==> src/rtl/dl_mem_arbiter.sv <==
// dl_mem_arbiter: shares one 16-bit memory port between a download write stream and a CPU.
//
// Download words are buffered in a small FIFO and written one at a time; CPU accesses are
// single outstanding requests held until acknowledged. When both are pending the grant
// alternates round-robin. A download completion pulse is raised once the download has ended
// and its buffered words have all been written.
//
// Ports:
//   clk, reset                       system clock, asynchronous active-high reset
//   downloading                      download active level
//   dl_wr, dl_addr, dl_data          one-cycle download word write
//   cpu_req, cpu_we, cpu_addr,
//   cpu_wdata, cpu_ack, cpu_rdata    CPU access (req held until the one-cycle ack)
//   mem_req, mem_we, mem_addr,
//   mem_wdata, mem_ack, mem_rdata    memory port (req held until the one-cycle ack)
//   dl_done                          one-cycle pulse when a finished download has drained
//   dl_overflow                      sticky: a download word was dropped on a full FIFO
module dl_mem_arbiter #(
    parameter int unsigned AW    = 25,
    parameter int unsigned DEPTH = 4
) (
    input  logic          clk,
    input  logic          reset,
    input  logic          downloading,
    input  logic          dl_wr,
    input  logic [AW-1:0] dl_addr,
    input  logic [15:0]   dl_data,
    input  logic          cpu_req,
    input  logic          cpu_we,
    input  logic [AW-1:0] cpu_addr,
    input  logic [15:0]   cpu_wdata,
    output logic          cpu_ack,
    output logic [15:0]   cpu_rdata,
    output logic          mem_req,
    output logic          mem_we,
    output logic [AW-1:0] mem_addr,
    output logic [15:0]   mem_wdata,
    input  logic          mem_ack,
    input  logic [15:0]   mem_rdata,
    output logic          dl_done,
    output logic          dl_overflow
);

    localparam int unsigned PW = (DEPTH > 1) ? $clog2(DEPTH) : 1;
    localparam logic [PW:0] FullCnt = (PW+1)'(DEPTH);

    typedef enum logic [1:0] {
        StIdle,
        StDlAcc,
        StCpuAcc
    } state_e;

    state_e state_q, state_d;

    // FIFO storage is not reset; only the pointers and occupancy are.
    logic [AW-1:0] fifo_addr_q [DEPTH];
    logic [15:0]   fifo_data_q [DEPTH];
    logic [PW-1:0] wptr_q, rptr_q;
    logic [PW:0]   count_q, count_d;

    logic          last_cpu_q;   // 1: most recent grant went to the CPU
    logic          mem_we_q;
    logic [AW-1:0] mem_addr_q;
    logic [15:0]   mem_wdata_q;
    logic          cpu_ack_q;
    logic [15:0]   cpu_rdata_q;
    logic          downloading_q;
    logic          done_pend_q;  // download has ended, waiting for the FIFO to drain
    logic          dl_done_q;
    logic          overflow_q;

    logic fifo_empty, fifo_full;
    logic push, pop;
    logic grant_dl, grant_cpu, cpu_done;
    logic dl_rise, dl_fall, done_fire;

    assign fifo_empty = (count_q == '0);
    assign fifo_full  = (count_q == FullCnt);
    assign push       = dl_wr && !fifo_full;

    assign dl_rise   = downloading && !downloading_q;
    assign dl_fall   = !downloading && downloading_q;
    assign done_fire = (dl_fall || done_pend_q) && !downloading && fifo_empty &&
                       (state_q != StDlAcc);

    // Arbitration and access sequencing.
    always_comb begin
        state_d   = state_q;
        grant_dl  = 1'b0;
        grant_cpu = 1'b0;
        pop       = 1'b0;
        cpu_done  = 1'b0;
        unique case (state_q)
            StIdle: begin
                // Download wins when it is alone or when the CPU had the last turn.
                if (!fifo_empty && (!cpu_req || last_cpu_q)) begin
                    grant_dl = 1'b1;
                    state_d  = StDlAcc;
                end else if (cpu_req) begin
                    grant_cpu = 1'b1;
                    state_d   = StCpuAcc;
                end
            end
            StDlAcc: begin
                if (mem_ack) begin
                    pop     = 1'b1;
                    state_d = StIdle;
                end
            end
            StCpuAcc: begin
                if (mem_ack) begin
                    cpu_done = 1'b1;
                    state_d  = StIdle;
                end
            end
            default: state_d = StIdle;
        endcase
    end

    always_comb begin
        count_d = count_q;
        if (push && !pop) begin
            count_d = count_q + 1'b1;
        end else if (pop && !push) begin
            count_d = count_q - 1'b1;
        end
    end

    always_ff @(posedge clk) begin
        if (push) begin
            fifo_addr_q[wptr_q] <= dl_addr;
            fifo_data_q[wptr_q] <= dl_data;
        end
    end

    always_ff @(posedge clk or posedge reset) begin
        if (reset) begin
            state_q       <= StIdle;
            wptr_q        <= '0;
            rptr_q        <= '0;
            count_q       <= '0;
            last_cpu_q    <= 1'b1;
            mem_we_q      <= 1'b0;
            mem_addr_q    <= '0;
            mem_wdata_q   <= '0;
            cpu_ack_q     <= 1'b0;
            cpu_rdata_q   <= '0;
            downloading_q <= 1'b0;
            done_pend_q   <= 1'b0;
            dl_done_q     <= 1'b0;
            overflow_q    <= 1'b0;
        end else begin
            state_q <= state_d;
            count_q <= count_d;
            if (push) wptr_q <= wptr_q + 1'b1;
            if (pop)  rptr_q <= rptr_q + 1'b1;

            // Access attributes are captured at grant and held for the whole access.
            if (grant_dl) begin
                mem_we_q    <= 1'b1;
                mem_addr_q  <= fifo_addr_q[rptr_q];
                mem_wdata_q <= fifo_data_q[rptr_q];
            end else if (grant_cpu) begin
                mem_we_q    <= cpu_we;
                mem_addr_q  <= cpu_addr;
                mem_wdata_q <= cpu_wdata;
            end else if (pop || cpu_done) begin
                mem_we_q <= 1'b0;
            end

            if (pop)      last_cpu_q <= 1'b0;
            if (cpu_done) last_cpu_q <= 1'b1;

            cpu_ack_q <= cpu_done;
            if (cpu_done) cpu_rdata_q <= mem_rdata;

            downloading_q <= downloading;
            dl_done_q     <= done_fire;
            if (dl_rise || done_fire) begin
                done_pend_q <= 1'b0;
            end else if (dl_fall) begin
                done_pend_q <= 1'b1;
            end

            // A lost word outranks a simultaneous restart of the download.
            if (dl_wr && fifo_full) begin
                overflow_q <= 1'b1;
            end else if (dl_rise) begin
                overflow_q <= 1'b0;
            end
        end
    end

    assign mem_req     = (state_q != StIdle);
    assign mem_we      = mem_we_q;
    assign mem_addr    = mem_addr_q;
    assign mem_wdata   = mem_wdata_q;
    assign cpu_ack     = cpu_ack_q;
    assign cpu_rdata   = cpu_rdata_q;
    assign dl_done     = dl_done_q;
    assign dl_overflow = overflow_q;

endmodule
==> config.mk <==
export PLATFORM = sky130hd
export DESIGN_NAME = dl_mem_arbiter
export DESIGN_NICKNAME = d
export VERILOG_FILES = /design/src/rtl/dl_mem_arbiter.sv
export SDC_FILE = /design/constraint.sdc
export NUM_CORES = 1
export LEC_CHECK = 0
export CORE_MARGIN = 5
export CORE_UTILIZATION = 25
export CTS_CLUSTER_DIAMETER = 120
export DETAILED_ROUTE_END_ITERATION = 7
export SLEW_MARGIN = 20
export SYNTH_ARGS = -nofsm -noshare
export SYNTH_HDL_FRONTEND = slang
export SYNTH_SLANG_ARGS = --single-unit
==> constraint.sdc <==
create_clock -name clk -period 2.3 [get_ports clk]
set_input_delay 0.46 -clock clk [delete_from_list [all_inputs] [get_ports clk]]
set_output_delay 0.46 -clock clk [all_outputs]
set_load 0.01 [all_outputs]
==> results by group <==
GRT
  – GRT Overall Usage: around a tenth
  – Initial antenna violation count: 2
  – Largest net degree at the start of global routing: 44
  – Gr ovfl total: 0
  – Vias in the first global route: about 5,400
  – First-pass GRT wire length: about 34,000 um

Clock tree
  – CTS tree: built
  – CTS clock-pin slew for the worst setup and hold paths: 60 ps
  – Maximum clock path buffer count: 3
  – Latest clock arrival within the worst-skew pair: around 530 ps
  – CTS buffer count: 26
  – CTS root buf: clkbuf_16
  – Cts hold-fix bufs: 0
  – CTS sink cnt: ~240
  – H-tree depth: 1

Yosys
  – Synth top area share: between 50% and 60%
  – Syn_nets: 573
  – Largest cells by area after synthesis: edfxtp_1, dfrtp_1, mux4_2, o221a_1, nand2b_1
  – Mapped Cells: between 400 and 500
  – Post-synth top area cell: edfxtp_1
  – Post-synth EDFFs: 164
  – Most frequent cells after synthesis: edfxtp_1, dfrtp_1, mux4_2, nand2b_1, o221a_1
  – Post-synthesis sequential area ratio: between 70% and 80%
  – Synth cell types: 36
  – Asr flop ratio synth: 30.8%
  – Mapped cell area: between 9000 and 10,000 sq um
  – Main synth FF type: edfxtp_1
  – Syn avg cell area: 20.2 sq um
  – Warnings from Yosys: 0
  – Most frequent cell after synthesis: edfxtp_1
  – Count of state elements after synthesis: between 200 and 250

Power
  – P_leak: around 4.4 nW
  – Max IR drop VDD: around 0.60 mV
  – Logic pwr share: between 30% and 40%
  – Sequential power share: between 30% and 40%
  – Power share of the clock group: between 20% and 30%
  – Internal: between 10 and 15 mW
  – PwrDens: roughly 1300 nW/um^2
  – NetSw: about 4.9 mW
  – Sw Ratio: 29.3%

STA
  – Min Tclk post-route: 2030 ps
  – Final Hold Viols: 0
  – Setup TNS: 0 ps
  – Worst slew pin tran: approximately 630 ps
  – Final Skew: slightly above 20 ps
  – Worst slew margin: approximately 58%
  – Final setup fails: 0
  – Unrepaired setup endpoints after global routing: no
  – Period Utilization, post-route: just under 90%
  – Slew Viols, Final: 0
  – Max Clock Freq: a little under 500 MHz

Worst setup path
  – Crit path capture type: flop
  – Reg2reg path depth: 7
  – CP arrival: approximately 2400 ps
  – Critical path class: reg2reg
  – Startpoint Class: flop
  – Worst path required time: around 2700 ps
  – CP max FO: 5

Drt
  – ANT nets after route: 0
  – First drt pass iteration count: 4
  – DR vias/cell: roughly 4.3
  – Drt drc: 0
  – DR vias: between 4,000 and 5,000
  – Starting DRT DRC Count: 250
  – DRT Wirelength: ~22,000 um
  – Routed len/inst: ~19 um

Run
  – Number of max-cap violations: 0

Die
  – Ports: ~170
  – Row count: 70
  – Die span in y: between 200 and 250 um
  – Total core area: between 30,000 and 40,000 sq um
  – Die Area: 41,000 sq um
  – Die width: between 200 and 250 um
  – Initial Util: about a quarter

Cells and area
  – Share of cells above drive strength 1: between 20 and 25%
  – Filler cells: ~3,500
  – Register area: a little under 7000 sq um
  – Antenna Cells: 0
  – Area delta synth->final: 36.4%
  – Fin util: ~34%
  – Final net count: 770
  – Multi-input logic area: about 2300 sq um

Worst hold path
  – Min-Delay Path Class: in2async

Placement
  – IO Port Bufs: 166
  – DP HPWL: 14,100 um
  – Routability cong.: approximately 0.7

Run status
  – Outcome: finished, final reports clean
[per-stage QoR]
step | hold WS (ps) | instance area [sq um] | std cells | power (mW) | setup WS, ps
6_report | 365 | 12600 | 1143 | 16.6 | 266
5_1_grt | 404 | 12600 | 1143 | 17.6 | 110
4_1_cts | 373 | 12600 | 1143 | 17.0 | 1.50
3_5_place_dp | 452 | 11700 | 1096 | 12.5 | 43.7
3_3_place_gp | 454 | 11700 | 1096 | 12.5 | 73.7
2_1_floorplan | 439 | 9270 | 459 | 9.90 | 342
[flip-flops by register name, summed over array words and instances (netlist names)]
name and cells:
count_q 3, rptr_q 2, mem_addr 25, downloading_q 1
mem_wdata 16, cpu_ack 1, done_pend_q 1, last_cpu_q 1
mem_we 1, dl_done 1, state_q 2, fifo_addr_q 100
wptr_q 2, fifo_data_q 64, cpu_rdata 16, dl_overflow 1
[critical path, cell delays in order, from the launching register on]
cell,delay [ps]
dfrtp_1,380
inv_1,140
ha_1,280
nand2_1,160
ha_1,230
inv_1,70
fa_1,400
mux2_2,260
[layout make-up]
class / count / share of cell area (%)
clock buffers: 39 / 6.18
inverters: 9 / 0.297
multi-input cells: 190 / 18.2
well taps: 468 / 4.64
clock inverters: 8 / 0.961
flip-flops and latches: 237 / 53.5
repair buffers: 192 / 16.2
[metal layers]
metal  vias to the layer above  GRT usage, %  wire [um]  share of wire, %
met5                         -             0         27              0.12
met1                      2526          14.4       9940                45
met4                         4          2.06        335               1.5
met3                        34          3.26       1610               7.3
met2                       141          17.2      10200                46
li1                       2236             -          -                 -
[what timing repair did]
action / 4_1_cts / 5_1_grt
gates cloned: 0 / 0
endpoints found under the setup margin: 1 / 1
gates resized for setup: 2 / 1
buffers inserted: 0 / 0
[path summary, 6_finish.rpt]
path                                              from                       end  slack (ps)
worst max-delay path            state_q[1]$_DFFE_PP0P_    count_q[1]$_DFFE_PP0P_         270
worst min-delay path                             reset  mem_wdata[8]$_DFFE_PP0P_         370
worst max register to register  state_q[1]$_DFFE_PP0P_    count_q[1]$_DFFE_PP0P_         270
worst min register to register  last_cpu_q$_DFFE_PP1P_    last_cpu_q$_DFFE_PP1P_         460
max in group asynchronous                        reset  mem_addr[19]$_DFFE_PP0P_        1370
min in group clk                last_cpu_q$_DFFE_PP1P_    last_cpu_q$_DFFE_PP1P_         460
[placed cells by master, fill, tap and decap left out, types with 2 or more instances in the layout]
master           synthesis  routed
clkdlybuf4s50_1          0     165
edfxtp_1               164     164
dfrtp_1                 72      70
mux4_2                  41      41
nand2b_1                41      41
o221a_1                 41      41
clkbuf_16                0      27
mux2_2                  18      18
buf_12                   0      15
buf_4                    0      11
inv_1                    8       7
ha_1                     8       7
nand2_1                  6       6
clkbuf_8                 0       6
clkbuf_1                 3       6
xnor2_1                  4       4
and2_2                   0       4
o21ai_0                  3       3
nor2_1                   3       3
clkinvlp_4               0       3
bufinv_16                0       3
xor2_1                   2       2
nand3_1                  2       2
nor2b_1                  2       2
clkinv_1                 0       2
[kinds of logic after synthesis]
kind of cell	count (synthesis)	synth area share [%]
adders and majority gates	9	1.30
AOI/OAI and AO/OA	54	6.58
buffers and inverters	32	2.45
xor gates and xnor gates	6	0.567
muxes	59	12.2
and+or+nand+nor	62	4.03
DFF	237	72.9
[power groups by stage]
stage               clock network [mW]  logic [mW]  registers, mW
detailed placement                   0        6.10           6.44
global placement                     0        6.04           6.42
global route                      4.66        6.48           6.49
floorplan                            0        3.32           6.58
CTS                               4.47        6.13           6.38
finish                            4.32        5.96           6.36
(Power assumes the default switching activity.)
